===== src/rtl/reg_file_mp.sv =====
// reg_file_mp: LEGv8 multi-read-port register file with XZR, async reset and a sequential clear engine.
// Define REG_FILE_BYPASS_EN to forward same-edge write data to matching read ports.
module reg_file_mp #(
    parameter int DATA_W   = 64,
    parameter int ADDR_W   = 5,
    parameter int NUM_RD   = 2,
    parameter int ZERO_REG = 31
) (
    input  logic                     clk,
    input  logic                     reset,
    input  logic                     reg_write,
    input  logic [ADDR_W-1:0]        wn,
    input  logic [DATA_W-1:0]        wd,
    input  logic [NUM_RD*ADDR_W-1:0] rn,
    output logic [NUM_RD*DATA_W-1:0] rd,
    input  logic                     clear_req,
    output logic                     busy
);
    localparam int                DEPTH    = 2**ADDR_W;
    localparam bit                ZERO_EN  = (ZERO_REG >= 0);
    localparam logic [ADDR_W-1:0] ZERO_IDX = ZERO_EN ? ADDR_W'(ZERO_REG) : '0;
    localparam logic [ADDR_W-1:0] LAST_IDX = ADDR_W'(DEPTH - 1);
`ifdef REG_FILE_BYPASS_EN
    localparam bit                BYPASS   = 1'b1;
`else
    localparam bit                BYPASS   = 1'b0;
`endif

    typedef enum logic [0:0] {
        ST_IDLE  = 1'b0,
        ST_CLEAR = 1'b1
    } state_t;

    state_t                   state_q, state_d;
    logic [ADDR_W-1:0]        cnt_q, cnt_d;
    logic [DATA_W-1:0]        mem_q [DEPTH];
    logic [NUM_RD*DATA_W-1:0] rd_q, rd_d;
    logic                     busy_s;
    logic                     we_s;

    function automatic logic is_zero(input logic [ADDR_W-1:0] addr);
        return ZERO_EN && (addr == ZERO_IDX);
    endfunction

    // State register: clear-engine state and entry counter.
    always_ff @(posedge clk or posedge reset) begin
        if (reset) begin
            state_q <= ST_IDLE;
            cnt_q   <= '0;
        end else begin
            state_q <= state_d;
            cnt_q   <= cnt_d;
        end
    end

    // Next-state logic: clear walks entries 0..DEPTH-1, requests during a clear are dropped.
    always_comb begin
        state_d = state_q;
        cnt_d   = cnt_q;
        case (state_q)
            ST_IDLE: begin
                if (clear_req) begin
                    state_d = ST_CLEAR;
                    cnt_d   = '0;
                end else begin
                    state_d = ST_IDLE;
                end
            end
            ST_CLEAR: begin
                if (cnt_q == LAST_IDX) begin
                    state_d = ST_IDLE;
                    cnt_d   = '0;
                end else begin
                    cnt_d   = cnt_q + ADDR_W'(1);
                end
            end
            default: begin
                state_d = ST_IDLE;
                cnt_d   = '0;
            end
        endcase
    end

    // Output logic: busy flag and qualified write enable.
    always_comb begin
        busy_s = (state_q == ST_CLEAR);
        we_s   = reg_write && !busy_s && !is_zero(wn);
    end

    // Storage array: clear engine has priority, normal writes are locked out while busy.
    always_ff @(posedge clk or posedge reset) begin
        if (reset) begin
            for (int k = 0; k < DEPTH; k++) begin
                mem_q[k] <= '0;
            end
        end else if (busy_s) begin
            mem_q[cnt_q] <= '0;
        end else if (we_s) begin
            mem_q[wn] <= wd;
        end
    end

    // Read-port next values: zero while busy or on XZR, optional same-edge forwarding.
    always_comb begin
        rd_d = '0;
        for (int i = 0; i < NUM_RD; i++) begin
            if (busy_s || is_zero(rn[i*ADDR_W +: ADDR_W])) begin
                rd_d[i*DATA_W +: DATA_W] = '0;
            end else if (BYPASS && we_s && (wn == rn[i*ADDR_W +: ADDR_W])) begin
                rd_d[i*DATA_W +: DATA_W] = wd;
            end else begin
                rd_d[i*DATA_W +: DATA_W] = mem_q[rn[i*ADDR_W +: ADDR_W]];
            end
        end
    end

    // Registered read data.
    always_ff @(posedge clk or posedge reset) begin
        if (reset) begin
            rd_q <= '0;
        end else begin
            rd_q <= rd_d;
        end
    end

    assign rd   = rd_q;
    assign busy = busy_s;

endmodule


===== config.mk =====
export PLATFORM = sky130hd
export DESIGN_NAME = reg_file_mp
export DESIGN_NICKNAME = d
export VERILOG_FILES = /design/src/rtl/reg_file_mp.sv
export SDC_FILE = /design/constraint.sdc
export NUM_CORES = 2
export LEC_CHECK = 0
export CORE_MARGIN = 2
export CORE_UTILIZATION = 40
export CTS_BUF_LIST = sky130_fd_sc_hd__clkbuf_16
export DETAILED_ROUTE_END_ITERATION = 12
export HOLD_SLACK_MARGIN = 0.05
export PLACE_DENSITY = 0.52
export SYNTH_ARGS = -nofsm -noshare
export SYNTH_HDL_FRONTEND = slang
export SYNTH_SLANG_ARGS = --single-unit

===== constraint.sdc =====
create_clock -name clk -period 148.7 [get_ports clk]
set_clock_uncertainty 0.05 [all_clocks]
set_input_delay 29.74 -clock clk [delete_from_list [all_inputs] [get_ports clk]]
set_output_delay 29.74 -clock clk [all_outputs]
set_load 0.05 [all_outputs]

# Word level (Yosys, flattened, before mapping)
# Cells that the tools add are included.
# word_totals
elab_cells,84
regBits,2182
input_bits,83
# classes
muxes,21
magnitude_cmp,6
n_eq_ne,5
bitwise,7
addsub,1
n_reduce_logical,9
# ops
operator,count
$mux W2048,2
$and A2048 B2048 Y2048,1
$bwmux W2048,1
$not A2048 Y2048,1
$bmux W64 S5,2
$demux W64 S5,2
$mux W64,8
$ge A6 B6 Y1 const B,4
$not A5 Y6,4
$eq A5 B5 Y1 const B,4
$lt A6 B1 Y1 const B,2
$mux W5,2
$pmux W5 S2,1
$add A5 B1 Y5 const B,1
$logic_and A1 B1 Y1,4
$logic_not A1 Y1,2
$logic_or A1 B1 Y1,2
$mux W1,2
$ne A2 B2 Y1 const B,1
$pmux W1 S2,1
$reduce_bool A2 Y1,1
$not A1 Y1,1

# Longest topological paths before layout
# depth
ltp_word,8
mapped_depth,10
ltp_nobuf,7

# Worst setup path before layout
# OpenSTA, ideal clock, no wires.
# synth_path
kind,input to register
start,input port rn[7]
end,register rd_q[109] (netlist: rd[109])
path_slack_ns,117.170
setup_time_ns,0.136
path_stages,7
t_arrival_ns,31.344
cell_sequence,buf_2 -> buf_2 -> clkbuf_1 -> mux4_2 -> a22o_1 -> a2111oi_2 -> a211oi_2
# synth_between
elab_chain_cells,5
elab_cells_between_ends,7
# synth_lines
item,line,text
start: declaration,14,"input logic [NUM_RD*ADDR_W-1:0] rn,"
$not A5 Y6 (implied by the code),112,rd_d[i*DATA_W +: DATA_W] = mem_q[rn[i*ADDR_W +: ADDR_W]];
$bmux W64 S5,112,
$mux W64 (implied by the code) (2 in series),112,
$mux W64 (*),107,if (busy_s || is_zero(rn[i*ADDR_W +: ADDR_W])) begin
net rd_d[109],37,"logic [NUM_RD*DATA_W-1:0] rd_q, rd_d;"
end signal: assignment,122,rd_q <= rd_d;
end: declaration,37,
# Mark *: on every way through the listed nets, which the timed path passes. The rest lies on a longest branch. The select of a mux whose other input is x is not followed.
# A chain may end at the register's enable or synchronous reset.

# Worst setup path in the final report
# layout_path
start,input port rn[0]
end,register rd_q[30] (netlist: rd[30])
# The elaborated chain is that of the path after synthesis.

==> flow_metrics.env <==
export IMPL_holdCritPathClass="flip-flop to flip-flop"
export IMPL_cts_htree_levels=4
export IMPL_area_growth_pct=11.7
export IMPL_critical_path_n_buffers_inverters=7
export IMPL_hpwlAfterDp_um=251000
export IMPL_cts_clk_slew_worst_paths_ns=0.06
export IMPL_min_path_cells=1
export IMPL_setup_reg_to_reg_worst_slack_ns=143.38
export IMPL_peakVddDrop_mv=0.0106
export IMPL_final_setup_violation_count=0
export IMPL_tritoncts_num_buffers=245
export IMPL_cts_tree="built"
export IMPL_critPathCaptureType="flip-flop"
export IMPL_yosys_most_used_dff="sky130_fd_sc_hd__dfrtp_1"
export IMPL_design_final_nets=7380
export IMPL_number_of_antenna_violations_at_the_first_check_in_global_routing=42
export IMPL_post_synth_top_area_cell="sky130_fd_sc_hd__dfrtp_1"
export IMPL_synth_net_count=7658
export IMPL_number_of_standard_cell_rows_in_the_floorplan=190
export IMPL_cap_violations=0
export IMPL_critical_path_depth=11
export IMPL_critPathTopFamily="buffers and inverters"
export IMPL_async_flop_share_pct=100
export IMPL_crit_fanout=57
export IMPL_routabilityCongestion=0.832
export IMPL_synth_largest_type_area_fraction_pct=50.7
export IMPL_relSlewSlack_pct=1.50
export IMPL_post_cts_buffers=0
export IMPL_power_density_nw_per_um2=14.2
export IMPL_worst_skew_pair_late_latency_ns=0.93
export IMPL_synth_compound_area_share_pct=23.1
export IMPL_grt_use_total_pct=35.5
export IMPL_timing_final_max_slew_violations=0
export IMPL_die_width_um=523
export IMPL_critical_path_most_common_cell="sky130_fd_sc_hd__buf_4"
export IMPL_number_of_buffers_added_on_ports=211
export IMPL_status="finished, final reports clean"
export IMPL_dr_first_iter_drc_count=11273
export IMPL_maximum_number_of_pins_on_one_net_before_global_route_repair=178
export IMPL_post_route_cells_drive_above_1_share_pct=20.7
export IMPL_sum_of_negative_setup_slack_ns=0
export IMPL_hold_violations=0
export IMPL_cp_data_arrival_time_ns=36.10
export IMPL_number_of_global_route_vias_before_repair=83043
export IMPL_crit_reg2reg_launch="busy$_DFF_PP0_"
export IMPL_cts_resized_gates=0
export IMPL_synth_distinct_cells=46
export IMPL_ys_warnings_count=0
export IMPL_ctsHoldBuffers=0
export IMPL_cp_required_ns=149.41
export IMPL_post_synth_instance_area_um2=108000
export IMPL_synth_area_top_cells="sky130_fd_sc_hd__dfrtp_1 51%, sky130_fd_sc_hd__a22o_1 17%, sky130_fd_sc_hd__mux4_2 16%"
export IMPL_vias=83004
export IMPL_syn_area_per_cell_um2=14.2
export IMPL_synth_edf_count=0
export IMPL_startpoint_type="input port"
export IMPL_die_area_um2=273000
export IMPL_core_um2=268000
export IMPL_worstSetupPathType="input port to flip-flop"
export IMPL_first_pass_grt_wire_length_um=685000
export IMPL_timing_fmax_ghz=0.0283
export IMPL_post_synth_inst_count=7570
export IMPL_worst_hold_slack_across_all_endpoints_ns=0.461
export IMPL_initial_core_util_pct=40.2
export IMPL_synth_xor_area_share_pct=0
export IMPL_hold_crit_start="mem_q[343]$_DFFE_PP0P_"
export IMPL_via_per_inst=7.51
export IMPL_max_slew_worst_pin_slew_ns=1.48
export IMPL_crit_slowest_cell="sky130_fd_sc_hd__buf_4"
export IMPL_dieHeight_um=523
export IMPL_synth_area_mux_share_pct=20.9
export IMPL_gr_total_overflow=0
export IMPL_crit_reg2reg_capture="mem_q[699]$_DFFE_PP0P_"
export IMPL_synth_top_family_by_area="compound AO/OA/AOI/OAI gates"
export IMPL_finalCritPeriodShare_pct=23.8
export IMPL_stage_delay_of_the_slowest_cell_on_the_critical_path_ns=0.84
export IMPL_min_delay_worst_endpoint="mem_q[343]$_DFFE_PP0P_"
export IMPL_cts_root_buffer="sky130_fd_sc_hd__clkbuf_16"
export IMPL_detail_route_wl_per_cell_um=44.3
export IMPL_synth_adder_area_share_pct=0.0581
export IMPL_final_period_minus_worst_setup_slack_ns=35.39
export IMPL_grt_setup_unrepaired="false"
export IMPL_ios=212
export IMPL_routed_wirelength_um=490000
export IMPL_ant_nets=0
export IMPL_layout_commonest_cell="sky130_fd_sc_hd__dfrtp_1"
export IMPL_first_pass_iters=6
export IMPL_synth_ff_latch_count=2182
export IMPL_simple_gate_portion_of_the_synthesized_area_pct=0.803
export IMPL_highest_count_cells_in_the_layout_ignoring_fill_and_taps="2,182 x sky130_fd_sc_hd__dfrtp_1, 2,111 x sky130_fd_sc_hd__a22o_1, 764 x sky130_fd_sc_hd__mux4_2"
export IMPL_synth_yosys_seq_area_share_pct=50.7
export IMPL_crit_chain="buf_8 > buf_4 > buf_4 > buf_4 > buf_4 > buf_4 > mux4_2 > a22o_1 > a2111oi_0 > buf_4 > a211oi_1"
export IMPL_drc=0
export IMPL_maximum_count_of_clock_buffers_along_a_single_path=4
export IMPL_clock_sink_count=2182
export IMPL_p_leak_nw=52.7
export IMPL_r2r_worst_path_cells=7
cell type report:
cell class              count  area [µm²]
inverters                   4        22.5
diodes                     23        57.6
fillers                 23723      147000
repair buffers            503        4530
clock inverters           189        1460
clock buffers             249        6230
well taps                3552        4440
flip-flops and latches   2182       54600
multi-input cells        4356       48900
kinds of logic after synthesis:
kind of cell    after synthesis
buf+inv                    1032
fa+ha+maj                     5
mux                        1284
compound gates             2918
flops                      2182
simple gates                149
report_power, final:
group | leakage, nW | internal [mW] | total [mW] | switching (mW)
Sequential | 30.2 | 0.674 | 0.740 | 0.0668
Combinational | 18.5 | 0.142 | 0.356 | 0.214
Clock | 3.99 | 0.343 | 0.605 | 0.262
Total | 52.7 | 1.16 | 1.70 | 0.542
cells in the mapped netlist (5+ instances only):
| master | n |
|---|---|
| sky130_fd_sc_hd__a22oi_1 | 127 |
| sky130_fd_sc_hd__nor2b_1 | 72 |
| sky130_fd_sc_hd__o221ai_1 | 127 |
| sky130_fd_sc_hd__nor3_1 | 7 |
| sky130_fd_sc_hd__a22o_1 | 2111 |
| sky130_fd_sc_hd__o22ai_1 | 128 |
| sky130_fd_sc_hd__mux4_2 | 764 |
| sky130_fd_sc_hd__a211oi_2 | 16 |
| sky130_fd_sc_hd__a21oi_1 | 151 |
| sky130_fd_sc_hd__buf_2 | 242 |
| sky130_fd_sc_hd__nor2_1 | 29 |
| sky130_fd_sc_hd__a2111oi_2 | 68 |
| sky130_fd_sc_hd__a2111oi_0 | 57 |
| sky130_fd_sc_hd__mux2i_1 | 516 |
| sky130_fd_sc_hd__nand3b_1 | 6 |
| sky130_fd_sc_hd__ha_1 | 5 |
| sky130_fd_sc_hd__buf_1 | 78 |
| sky130_fd_sc_hd__dfrtp_1 | 2182 |
| sky130_fd_sc_hd__and3_1 | 9 |
| sky130_fd_sc_hd__buf_4 | 53 |
| sky130_fd_sc_hd__buf_6 | 50 |
| sky130_fd_sc_hd__o21ai_0 | 6 |
| sky130_fd_sc_hd__clkbuf_1 | 601 |
| sky130_fd_sc_hd__a211oi_1 | 111 |
| sky130_fd_sc_hd__nand2_1 | 6 |
worst max-delay path by stage:
stage	startpoint	end	slack (ns)
3_3_place_gp	rn[0]	rd[30]$_DFF_PP0_	112.07
3_5_place_dp	rn[0]	rd[30]$_DFF_PP0_	112.20
5_1_grt	rn[0]	rd[30]$_DFF_PP0_	112.87
4_1_cts	rn[0]	rd[30]$_DFF_PP0_	113.17
6_report	rn[0]	rd[30]$_DFF_PP0_	113.31
2_1_floorplan	reset	busy$_DFF_PP0_	57.26
per-layer routing:
| layer | global-route usage [%] | share of wire, % | vias to the layer above |
|---|---|---|---|
| met2 | 51.3 | 43 | 6422 |
| li1 | - | - | 30464 |
| met5 | 0.386 | 0.074 | - |
| met3 | 12.6 | 13 | 1426 |
| met4 | 15.6 | 5.1 | 34 |
| met1 | 47.9 | 39 | 44658 |
sequential cells by signal, indices dropped and copies added (netlist names):
name   flops
cnt_q      5
busy       1
rd       128
mem_q   2048
per-stage QoR:
| step | worst slack, ns | cell area, µm² | utilization (%) | std cells | power (mW) |
|---|---|---|---|---|---|
| CTS | 113.17 | 120000 | 44.9 | 11035 | 1.69 |
| global route | 112.87 | 120000 | 44.9 | 11045 | 1.75 |
| global placement | 112.07 | 112000 | 42.0 | 10597 | 1.09 |
| detailed placement | 112.20 | 112000 | 42.0 | 10597 | 1.09 |
| finish | 113.31 | 120000 | 44.9 | 11058 | 1.70 |
| floorplan | 57.26 | 108000 | - | 7570 | 0.955 |
Power figures use the tool's default switching activity.
